[src/rtl/fir_result_reader.sv]
// Streams sample_count bytes out of BRAM from base_addr, one read per sample.
// Latency: first out_valid 3 cycles after start; 3 cycles/sample with out_ready high.
// Backpressure: out_ready low parks the FSM in OUT with no further BRAM reads.
// Optional running checksum: define FIR_RESULT_CHECKSUM_EN.
module fir_result_reader #(
    parameter int ADDR_W = 10,
    parameter int DATA_W = 8
) (
    input  logic              clk,
    input  logic              rst,
    input  logic              start,
    input  logic [ADDR_W-1:0] base_addr,
    input  logic [ADDR_W-1:0] sample_count,
    output logic [ADDR_W-1:0] mem_addr,
    output logic              mem_en,
    input  logic [DATA_W-1:0] mem_rdata,
    output logic [DATA_W-1:0] out_data,
    output logic              out_valid,
    input  logic              out_ready,
    output logic              busy,
    output logic              done,
    output logic [15:0]       checksum
);

    typedef enum logic [2:0] {IDLE, RD, WT, OUT, FIN} state_t;

    state_t            state;
    logic [ADDR_W-1:0] base_q;
    logic [ADDR_W-1:0] count_q;
    logic [ADDR_W-1:0] idx;
    logic              fin_hold;
    logic [ADDR_W-1:0] idx_next;
    logic              last;

    assign idx_next = idx + ADDR_W'(1);
    assign last     = (idx == count_q - ADDR_W'(1));

    always_ff @(posedge clk) begin
        if (rst) begin
            state     <= IDLE;
            base_q    <= '0;
            count_q   <= '0;
            idx       <= '0;
            fin_hold  <= 1'b0;
            mem_addr  <= '0;
            mem_en    <= 1'b0;
            out_data  <= '0;
            out_valid <= 1'b0;
            busy      <= 1'b0;
            done      <= 1'b0;
        end else begin
            case (state)
                IDLE: begin
                    if (start) begin
                        base_q  <= base_addr;
                        count_q <= sample_count;
                        idx     <= '0;
                        busy    <= 1'b1;
                        // An empty request still spends two busy cycles in FIN
                        // so done lands at the same offset as a real readback tail.
                        if (sample_count == '0) begin
                            fin_hold <= 1'b1;
                            state    <= FIN;
                        end else begin
                            mem_en   <= 1'b1;
                            mem_addr <= base_addr;
                            state    <= RD;
                        end
                    end
                end
                RD: begin
                    mem_en <= 1'b0;
                    state  <= WT;
                end
                WT: begin
                    out_data  <= mem_rdata;
                    out_valid <= 1'b1;
                    state     <= OUT;
                end
                OUT: begin
                    if (out_ready) begin
                        out_valid <= 1'b0;
                        idx       <= idx_next;
                        if (last) begin
                            done  <= 1'b1;
                            state <= FIN;
                        end else begin
                            mem_en   <= 1'b1;
                            mem_addr <= base_q + idx_next;
                            state    <= RD;
                        end
                    end
                end
                FIN: begin
                    if (fin_hold) begin
                        fin_hold <= 1'b0;
                        done     <= 1'b1;
                    end else begin
                        done  <= 1'b0;
                        busy  <= 1'b0;
                        state <= IDLE;
                    end
                end
                default: state <= IDLE;
            endcase
        end
    end

`ifdef FIR_RESULT_CHECKSUM_EN
    logic [15:0] csum_q;
    logic        handshake;

    assign handshake = out_valid && out_ready;

    always_ff @(posedge clk) begin
        if (rst) begin
            csum_q <= '0;
        end else if (state == IDLE && start) begin
            csum_q <= '0;
        end else if (state == OUT && handshake) begin
            csum_q <= csum_q + 16'(out_data);
        end
    end

    assign checksum = csum_q;
`else
    assign checksum = 16'd0;
`endif

endmodule

[config.mk]
export PLATFORM = sky130hd
export DESIGN_NAME = fir_result_reader
export DESIGN_NICKNAME = d
export VERILOG_FILES = /design/src/rtl/fir_result_reader.sv
export SDC_FILE = /design/constraint.sdc
export NUM_CORES = 1
export LEC_CHECK = 0
export BUFFER_PORTS_ARGS = -buffer_cell sky130_fd_sc_hd__buf_2
export CORE_UTILIZATION = 59
export CTS_CLUSTER_DIAMETER = 100
export DETAILED_ROUTE_END_ITERATION = 8
export GPL_TIMING_DRIVEN = 0
export PLACE_DENSITY = 0.85
export SYNTH_ARGS = -nofsm -noshare
export SYNTH_HDL_FRONTEND = slang
export SYNTH_SLANG_ARGS = --single-unit
export TNS_END_PERCENT = 10
[constraint.sdc]
create_clock -name clk -period 5.2 [get_ports clk]
set_input_delay 1.56 -clock clk [delete_from_list [all_inputs] [get_ports clk]]
set_output_delay 1.56 -clock clk [all_outputs]
set_load 0.01 [all_outputs]
; Word-level counts from Yosys, hierarchy flattened
; Index checks and enable logic that the tools add are counted.
; W data, S select, Z words.
[totals]
in_bits = 32
output_inout_bits = 38
register_bits = 56
[classes]
n_addsub = 3
n_eq_ne = 12
n_reduce_logical = 16
mux = 31
[op_table]
columns = cell, n
row1 = $mux W10, 6
row2 = $pmux W10 S2, 2
row3 = $mux W3, 5
row4 = $pmux W3 S5, 1
row5 = $reduce_and A3 Y1, 5
row6 = $ne A2 B2 Y1 const B, 7
row7 = $mux W1, 12
row8 = $add A10 B1 Y10 const B, 1
row9 = $add A10 B10 Y10, 1
row10 = $eq A10 B10 Y1, 1
row11 = $logic_not A10 Y1, 1
row12 = $reduce_and A5 Y1, 2
row13 = $sub A10 B1 Y10 const B, 1
row14 = $pmux W1 S2, 4
row15 = $reduce_bool A2 Y1, 4
row16 = $eq A3 B2 Y1 const B, 2
row17 = $reduce_and A2 Y1, 2
row18 = $eq A3 B1 Y1 const B, 1
row19 = $eq A3 B3 Y1 const B, 1
row20 = $logic_not A3 Y1, 1
row21 = $pmux W1 S3, 1
row22 = $reduce_bool A3 Y1, 1

; Logic depth before layout (Yosys ltp)
[logic_depth]
word_depth = 5
ltp_mapped = 12

; Least setup slack after synthesis
; Ideal clock, no wire load.
[synth_path]
path_kind = input port to flip-flop
start = input sample_count[3]
end = register mem_addr[9]
path_buffers = 0
arrival_ns = 3.280
path_slack_ns = 1.829
required_time_ns = 5.109
cell_stages = 5
path_cell_list = or4_1 nor4_1 nand2b_1 nand2_1 a311oi_1
[synth_via]
elab_chain_cells = 3
[synth_lines]
columns = item, line
row1 = from (decl), 13  ; input logic [ADDR_W-1:0] sample_count,
row2 = $logic_not A10 Y1, 61  ; if (sample_count == '0) begin
row3 = $ne A2 B2 Y1 (no source line), -
row4 = $reduce_and A5 Y1 (no source line), -
row5 = to (signal assigned), 66  ; mem_addr <= base_addr;
row6 = to (signal assigned), 89  ; mem_addr <= base_q + idx_next;
row7 = to (decl), 14  ; output logic [ADDR_W-1:0] mem_addr,
; No other way between the ends.
; A chain may end at the register's enable or synchronous reset.

; Final worst setup path
; Ends and elaborated chain as after synthesis.

==> impl_metrics.env <==
export IMPL_routed_via_density=5.74
export IMPL_numCtsBuffers=5
export IMPL_post_cts_setup_buffers=0
export IMPL_clock_tree_root_cell="clkbuf_8"
export IMPL_antenna_found_initial=0
export IMPL_syn_to_final_growth_pct=15.8
export IMPL_drc=0
export IMPL_pin_count=70
export IMPL_synth_area_per_cell_um2=7.62
export IMPL_drt_pass1_iter_count=7
export IMPL_num_rows=27
export IMPL_wl_per_cell_um=14.2
export IMPL_finalHoldViolations=0
export IMPL_synth_seq_area_share_pct=33.6
export IMPL_worstMarginPinSlew_ps=1160
export IMPL_numPortBuffers=53
export IMPL_ys_ff_latch=56
export IMPL_postPlaceCellArea_um2=3750
export IMPL_clock_latency_ps=310
export IMPL_synthCells=438
export IMPL_rsz0062_at_grt="no"
export IMPL_synth_main_ff_cell="dfxtp_1"
export IMPL_grt_max_degree=19
export IMPL_status="finished, final reports clean"
export IMPL_design_core_area_um2=5470
export IMPL_hpwl_um=6180
export IMPL_synth_edf_count=0
export IMPL_worstPathMaxFanout=8
export IMPL_drive_gt1_share_pct=16.9
export IMPL_hold_ws_ps=458
export IMPL_grtUsageTotal_pct=28.2
export IMPL_power_density_nw_per_um2=265
export IMPL_cap_violations=0
export IMPL_relSlewSlack_pct=21.7
export IMPL_min_path_type="flip-flop to flip-flop"
export IMPL_layout_min_cycle_time_ps=3700
export IMPL_clk_path_buf_depth=2
export IMPL_drtIter0Drc=254
export IMPL_die_h_um=77.2
export IMPL_grt_pass1_vias=2965
export IMPL_start_kind="primary input"
export IMPL_cts_htree_levels=2
export IMPL_clk_pin_slew_ps=100
export IMPL_clock_fmax_ghz=0.270
export IMPL_final_core_util_pct=70.6
export IMPL_slew_viol_final=0
export IMPL_worst_setup_path_end_kind="flip-flop"
export IMPL_cts_tree="built"
export IMPL_worst_slack_ps=1500
export IMPL_syn_area_um2=3340
export IMPL_ir_worst_vdd_uv=172
export IMPL_n_fill_cell=470
export IMPL_register_area_um2=1120
export IMPL_cp_data_required_time_ps=5430
export IMPL_fin_area_um2=3860
export IMPL_hold_buffers=0
export IMPL_min_period_over_period_pct=71.2
export IMPL_clock_skew_ps=5.94
export IMPL_synth_cell_type_count=55
export IMPL_power_leakage_nw=1.63
export IMPL_yosysWarnings=0
export IMPL_route_vias_total=3361
export IMPL_detail_route_antenna_nets=0
export IMPL_nets=557
export IMPL_dieArea_um2=5960
export IMPL_setup_tns_final_ps=0
export IMPL_grt_pass1_wl_um=13500
export IMPL_crit_arrival_ps=3930
export IMPL_crit_type="primary input to flip-flop"
export IMPL_overflow=0
export IMPL_synthArstFlopShare_pct=0
export IMPL_diodes=0
export IMPL_gp_congestion=0.893
export IMPL_multiInputGateArea_um2=2010
export IMPL_setup_viol=0
export IMPL_post_place_ws_ps=1230
export IMPL_post_cts_resized=0
export IMPL_die_w_um=77.2
export IMPL_wl_um=8310
export IMPL_initial_utilization_pct=61.0
export IMPL_clock_sinks=56
worst paths after layout:
kind,endpoint,start,slack [ps],depth (start not counted)
min,out_data[1],out_data[1],460,2
max reg2reg,mem_addr[9],idx[0],2230,12
max,mem_addr[9],sample_count[3],1500,6
min reg2reg,out_data[1],out_data[1],460,2
layer usage:
layer	share of wire, %	wire length, um	vias up	GRT usage [%]
li1	-	-	1651	-
met1	44	3630	1549	35.4
met2	47	3940	145	47.8
met3	7.3	604	16	5.83
met4	1.7	141	0	9.62
met5	0	0	-	0
kinds of logic after synthesis:
family                     count (synthesis)  share of synthesized area, %
buffers and inverters                     50                          7.76
other                                      1                         0.112
adders and majority gates                 12                          4.72
xor gates and xnor gates                  28                          7.57
muxes                                      1                         0.300
DFF                                       56                          33.6
AOI/OAI and AO/OA                         97                          18.3
and+or+nand+nor                          193                          27.7
synthesized netlist by cell type, types with 2 or more instances:
master / n / area, um2
nor3b_1: 2 / 15.0
clkbuf_1: 24 / 90.1
and3_1: 5 / 31.3
buf_4: 17 / 128
a211oi_1: 7 / 52.6
nor2_2: 2 / 12.5
nand3b_1: 4 / 30.0
a21o_1: 2 / 15.0
or4_1: 3 / 22.5
a221oi_1: 2 / 17.5
nor2b_1: 2 / 12.5
nand3_1: 12 / 60.1
inv_1: 7 / 26.3
o21ai_0: 8 / 40.0
and2_1: 2 / 12.5
a22o_1: 2 / 17.5
nor2_1: 28 / 105
a21oi_1: 50 / 250
xnor2_1: 16 / 140
ha_1: 11 / 138
nor4b_1: 2 / 17.5
nand2_1: 88 / 330
dfxtp_1: 56 / 1120
nand2b_1: 3 / 18.8
xor2_1: 11 / 96.3
a31oi_1: 3 / 18.8
o211ai_1: 2 / 15.0
nor4_1: 6 / 37.5
a22oi_1: 3 / 22.5
nor3_1: 22 / 110
o21a_1: 3 / 22.5
or3_1: 5 / 31.3
a311oi_1: 6 / 52.6
per-stage QoR:
stage,std cells,power (W)
after floorplan,453,0.000660
after global placement,578,0.000724
after detailed placement,578,0.000732
after CTS,586,0.00102
after global routing,586,0.00107
final,586,0.00102
flip-flops by register name (all words and copies together) (netlist names):
register,cells
out_valid,1
idx,10
done,1
count_q,10
fin_hold,1
state,3
out_data,8
base_q,10
mem_addr,10
busy,1
mem_en,1
worst max-delay path, cell delays in order:
cell and delay [ps]:
buf_2 100, or4_1 520, nor4_1 950, nand2b_1 280
nand2_1 220, a311oi_1 300
power breakdown:
part,internal (W),total (W),switching (W)
clock network,0.000145,0.000294,0.000149
registers,0.000459,0.000479,0.0000203
logic,0.000100,0.000249,0.000149
total,0.000704,0.00102,0.000318
layout by cell type (no fill, tap or decap), types with 2 or more instances in the layout:
master,n
nand2_1,88
conb_1,16
a211oi_1,7
a21o_1,2
or4_1,3
nor2_2,2
o21a_1,3
a21oi_1,50
nand3b_1,4
and2_1,2
and3_1,5
a22o_1,2
clkbuf_8,5
nor4b_1,2
clkbuf_1,24
o21ai_0,8
nor2_1,28
a22oi_1,3
inv_1,7
xor2_1,11
nor3_1,22
o211ai_1,2
dfxtp_1,56
nor4_1,6
a311oi_1,6
nor2b_1,2
ha_1,11
nand3_1,12
buf_4,17
nand2b_1,3
a31oi_1,3
xnor2_1,16
a221oi_1,2
buf_2,53
or3_1,5
nor3b_1,2
cell type report:
class / count / area share, %
clock buffers: 5 / 1.78
clock inverters: 3 / 1.20
plain buffers: 43 / 6.02
well taps: 72 / 2.33
repair buffers: 53 / 6.86
flip-flops and latches: 56 / 29.0
multi-input cells: 347 / 52.1
inverters: 7 / 0.680
Power figures use the tool's default switching activity.
